File: src/rtl/uart_frame_pkg.sv
// Shared definitions for the UART receive frame sequencer: phase encoding and data-bits limits.
// Imported by uart_frame_counter and by anything that decodes its phase output.
package uart_frame_pkg;

  typedef enum logic [2:0] {
    IDLE   = 3'd0,
    START  = 3'd1,
    DATA   = 3'd2,
    PARITY = 3'd3,
    STOP   = 3'd4
  } phase_t;

  localparam logic [3:0] MIN_DATA_BITS = 4'd5;

  // Short fields are stretched to the minimum; long ones are cut to what the datapath holds.
  function automatic logic [3:0] clamp_data_bits(input logic [3:0] v, input logic [3:0] max_bits);
    if (v < MIN_DATA_BITS) return MIN_DATA_BITS;
    if (v > max_bits) return max_bits;
    return v;
  endfunction

endpackage

File: src/rtl/uart_frame_counter.sv
// UART RX frame sequencer: walks start/data/[parity]/stop on bit_enb; parity field built only with UART_FRAME_CNT_PARITY_EN.
// Latency: all outputs registered, pulses on the edge sampling the cause. No backpressure: every strobe is consumed.
module uart_frame_counter
  import uart_frame_pkg::*;
#(
  parameter int MAX_DATA_BITS = 9,
  parameter int IDX_W         = 4
) (
  input  logic             clk,
  input  logic             rst,
  input  logic             frame_start,
  input  logic             bit_enb,
  input  logic [3:0]       cfg_data_bits,
  input  logic             cfg_parity_en,
  input  logic             cfg_two_stop,
  output logic             busy,
  output logic [2:0]       phase,
  output logic [IDX_W-1:0] data_idx,
  output logic             data_valid,
  output logic             parity_valid,
  output logic             frame_done,
  output logic             frame_abort
);

  localparam logic [3:0] MAX_BITS = 4'(MAX_DATA_BITS);

  phase_t           state;
  logic [3:0]       lat_bits;
  logic             lat_two_stop;
  logic [IDX_W-1:0] cnt;
  logic             stop_cnt;
  logic [IDX_W-1:0] last_idx;

  assign phase    = state;
  assign last_idx = IDX_W'(lat_bits - 4'd1);

`ifdef UART_FRAME_CNT_PARITY_EN
  logic lat_parity;
`else
  logic unused_parity_cfg;
  assign unused_parity_cfg = cfg_parity_en;
  assign parity_valid      = 1'b0;
`endif

  always_ff @(posedge clk or posedge rst) begin
    if (rst) begin
      state        <= IDLE;
      busy         <= 1'b0;
      data_idx     <= '0;
      data_valid   <= 1'b0;
      frame_done   <= 1'b0;
      frame_abort  <= 1'b0;
      lat_bits     <= 4'd0;
      lat_two_stop <= 1'b0;
      cnt          <= '0;
      stop_cnt     <= 1'b0;
`ifdef UART_FRAME_CNT_PARITY_EN
      lat_parity   <= 1'b0;
      parity_valid <= 1'b0;
`endif
    end else begin
      data_valid  <= 1'b0;
      frame_done  <= 1'b0;
      frame_abort <= 1'b0;
`ifdef UART_FRAME_CNT_PARITY_EN
      parity_valid <= 1'b0;
`endif
      // frame_start always wins: a coincident strobe is dropped, even on the final stop bit.
      if (frame_start) begin
        frame_abort  <= busy;
        lat_bits     <= clamp_data_bits(cfg_data_bits, MAX_BITS);
        lat_two_stop <= cfg_two_stop;
`ifdef UART_FRAME_CNT_PARITY_EN
        lat_parity   <= cfg_parity_en;
`endif
        cnt          <= '0;
        stop_cnt     <= 1'b0;
        state        <= START;
        busy         <= 1'b1;
      end else if (bit_enb) begin
        case (state)
          START: begin
            cnt   <= '0;
            state <= DATA;
          end
          DATA: begin
            data_valid <= 1'b1;
            data_idx   <= cnt;
            cnt        <= cnt + 1'b1;
            if (cnt == last_idx) begin
              stop_cnt <= 1'b0;
`ifdef UART_FRAME_CNT_PARITY_EN
              state    <= lat_parity ? PARITY : STOP;
`else
              state    <= STOP;
`endif
            end
          end
`ifdef UART_FRAME_CNT_PARITY_EN
          PARITY: begin
            parity_valid <= 1'b1;
            state        <= STOP;
          end
`endif
          STOP: begin
            if (!lat_two_stop || stop_cnt) begin
              frame_done <= 1'b1;
              busy       <= 1'b0;
              stop_cnt   <= 1'b0;
              state      <= IDLE;
            end else begin
              stop_cnt <= 1'b1;
            end
          end
          default: ;
        endcase
      end
    end
  end

endmodule
File: config.mk
export PLATFORM = sky130hd
export DESIGN_NAME = uart_frame_counter
export DESIGN_NICKNAME = d
export VERILOG_FILES = /design/src/rtl/uart_frame_pkg.sv /design/src/rtl/uart_frame_counter.sv
export SDC_FILE = /design/constraint.sdc
export NUM_CORES = 1
export LEC_CHECK = 0
export CAP_MARGIN = 10
export CORE_ASPECT_RATIO = 2
export CORE_MARGIN = 2
export CORE_UTILIZATION = 35
export DETAILED_ROUTE_END_ITERATION = 6
export HOLD_SLACK_MARGIN = 0.05
export PLACE_DENSITY = 0.57
export REMOVE_ABC_BUFFERS = 1
export SYNTH_ARGS = -nofsm -noshare
export SYNTH_HDL_FRONTEND = slang
export SYNTH_SLANG_ARGS = --single-unit
File: constraint.sdc
create_clock -name clk -period 1.51 [get_ports clk]
set_input_delay 0.2265 -clock clk [delete_from_list [all_inputs] [get_ports clk]]
set_output_delay 0.2265 -clock clk [all_outputs]
set_load 0.005 [all_outputs]
==> run_results.csv <==
group,metric,value,unit
synth,synth-compound-area-share,9.42,%
sta,grt_setup_unrepaired,"yes",
worst_setup_path,crit_type,"register to register",
finish,fin_area,1490,sq um
clocking,cts_inserted_buffers,3,
synth,syn_area,1080,sq um
finish,antennaDiodeCount,0,
synth,synth_area_leader_cell,"dfrtp_1",
detailed_routing,drc,0,
clocking,cts_tree,"built",
clocking,clock_sinks,21,
die,fp.dieW,43.2,microns
power_and_ir_drop,power.leakage,0.676,nW
placement,detailed_place_hpwl,1690,microns
grt,grt_pass1_vias,876,
placement,place_inst,154,
run_status,run_status,"complete, but fails checks",
sta,finalSetupViolCount,1,
finish,final_cells,163,
sta,finalCritPeriodShare,100,%
worst_setup_path,cp.arrival,1.70,ns
synth,synth_area_leaders,"dfrtp_1 (49%), mux2_4 (5.6%), o21ai_0 (3.7%)",
sta,finalClockSkew,0.00123,ns
worst_setup_path,rrSetupSlack,-0.002,ns
die,die_h,82.4,microns
worst_setup_path,setup.worst_path.start_class,"register",
clocking,hold_buffers,0,
placement,dp_slack,-0.213,ns
sta,layout_setup_ws,-0.00230,ns
synth,yosys-mux-area-fraction,9.53,%
synth,synth_warnings,0,
synth,async_reset_ff_share,100,%
worst_setup_path,cp_slowest_cell,"dfrtp_1",
clocking,cts_root_buf,"clkbuf_8",
grt,track_usage,14.7,%
detailed_routing,wire_per_inst,13.8,microns
worst_setup_path,cp_data_required_time,1.70,ns
clocking,cts_buffer_depth,2,
synth,yosysTopAreaCellShare,48.8,%
grt,grt_pass1_wl,3910,microns
sta,slew_viol_final,0,
die,dieArea,3560,sq um
grt,gr-total-overflow,0,
worst_setup_path,worst_setup_path_end_kind,"register",
worst_setup_path,critPathTopFamily,"simple AND/OR/NAND/NOR gates",
grt,grt_max_degree,22,
synth,synthFlopType,"dfrtp_1",
finish,nets,146,
grt,grt_antenna_before_repair,0,
die,rows,28,
clocking,htreeDepth,1,
detailed_routing,num_vias,819,
synth,yosysMostFrequentCell,"dfrtp_1",
detailed_routing,vias_per_cell,5.02,
synth,netlist_top_cells_count,"dfrtp_1 (21), o21ai_0 (8), nand2_1 (7), inv_1 (5)",
job,cap_viol_max_count,0,
power_and_ir_drop,total_power,1.18,mW
placement,placed_cell_area,1370,sq um
die,num_io_pins,22,
placement,port_buffers,19,
worst_setup_path,worst-path-buf-inv,1,
sta,hold_viol,0,
synth,synth_top_family_by_area,"simple AND/OR/NAND/NOR gates",
detailed_routing,drt_wl_total,2260,microns
detailed_routing,dr.pass1.iters,4,
power_and_ir_drop,power_density,789,nW/um^2
finish,syn_to_final_growth,38.7,%
worst_setup_path,crit_path_max_fanout,3,
detailed_routing,drt_iter0_markers,6,
worst_setup_path,cp_slowest_stage_delay,0.36,ns
sta,max_freq,0.661,GHz
synth,yosys.area_share.simple,18.7,%
die,start_util,36.6,%
finish,drive_gt1_share,32.3,%
worst_setup_path,cp_cell_sequence,"inv_2 > ha_4 > xnor3_1 > nand3_2 > or3_4 > a21oi_2",
synth,synth.avg_cell_area,11.1,sq um
clocking,clock_latency,0.26,ns
finish,fillers,282,
synth,synth_cell_types,34,
placement,gp_congestion,0.771,
die,core_area,2940,sq um
sta,min_period,1.51,ns
synth,ys_seq_area_share,48.8,%
synth,synth_fa_ha_area_share,2.33,%
detailed_routing,ant_nets,0,
synth,synth-seq-cells,21,
synth,synth_edf_count,0,
run_status,violations,"setup timing",
finish,fin_util,50.7,%
power_and_ir_drop,peakVddDrop,494,uV
synth,synth-xor-area-share,6.98,%
synth,synthCells,97,
clocking,clk_pin_slew,0.07,ns
hold_path,holdCritPathClass,"primary input to async pin",
-- cell type report --
type	instances	area [sq um]	area share (%)
tap	30	37.5	2.51
inverter	5	18.8	1.26
sequential	21	529	35.5
multi-input combinational	67	544	36.5
timing repair buffer	36	317	21.2
clock buffer	3	41.3	2.77
clock inverter	1	5.00	0.335
-- metal layers --
layer | share of wire, % | GRT usage, % | up-vias
met5 | 0 | 0 | -
met4 | 2.5 | 7.58 | 0
met3 | 2.5 | 2.39 | 7
met2 | 56 | 26.7 | 20
met1 | 39 | 15.8 | 390
li1 | - | - | 402
-- stage by stage --
stage               hold WS, ns   TNS, ns
floorplan                 0.203  -0.00727
global placement          0.476     -1.20
detailed placement        0.495     -1.52
CTS                       0.302   -0.0182
global route              0.333    -0.102
finish                    0.296  -0.00230
-- flip-flops by register name (all words and copies together), names as in the netlist --
name          count
phase             3
lat_two_stop      1
lat_bits          4
data_idx          4
busy              1
data_valid        1
stop_cnt          1
frame_abort       1
cnt               4
frame_done        1
-- what timing repair did --
action / CTS / global route
endpoints found under the setup margin: 5 / 4
endpoints found under the hold margin: 0 / 0
pin swaps: 5 / 0
gates resized for setup: 10 / 1
buffers inserted: 2 / 3
-- kinds of logic (layout without fill, tap and decap cells) --
kind of cell,Yosys count,count (layout)
other cells,1,1
xor+xnor,7,7
compound gates,17,17
fa+ha+maj,2,2
buf+inv,9,45
mux,8,8
flops,21,21
simple gates,32,32
-- cells in the final DEF, fill, tap and decap left out, drive strengths merged, types with 3 or more instances in the layout --
cell            n
clkbuf          3
nand2           8
o21ai           8
nor2b           3
mux2            6
clkdlybuf4s50  18
xor2            4
dfrtp          21
inv             5
nor3            3
a21oi           6
nor4b           3
buf            17
nor2            3
-- final timing paths --
check                                             start                    end  cells after the start
worst min register to register         busy$_DFFE_PP0P_       busy$_DFFE_PP0P_                      1
worst min-delay path                                rst  frame_abort$_DFF_PP0_                      3
max in group asynchronous                           rst   phase[1]$_DFFE_PP0P_                      3
worst max register to register  lat_bits[1]$_DFFE_PP0P_   phase[2]$_DFFE_PP0P_                      6
min in group clk                       busy$_DFFE_PP0P_       busy$_DFFE_PP0P_                      1
worst max-delay path            lat_bits[1]$_DFFE_PP0P_   phase[2]$_DFFE_PP0P_                      6
-- worst register-to-register path, delay by kind of cell, from the launching register on --
| kind | cells | cell delay, ns |
|---|---|---|
| simple gates | 2 | 0.46 |
| flops | 1 | 0.36 |
| xor+xnor | 1 | 0.27 |
| fa+ha+maj | 1 | 0.15 |
| compound gates | 1 | 0.14 |
| buf+inv | 1 | 0.06 |
-- where the power goes --
part / internal, mW / leakage (nW) / switching [mW] / total [mW]
Combinational: 0.116 / 0.385 / 0.0923 / 0.208
Sequential: 0.583 / 0.265 / 0.0248 / 0.608
Clock: 0.184 / 0.0255 / 0.179 / 0.362
Total: 0.883 / 0.676 / 0.296 / 1.18
No activity file was read; power rests on OpenSTA's default activity.
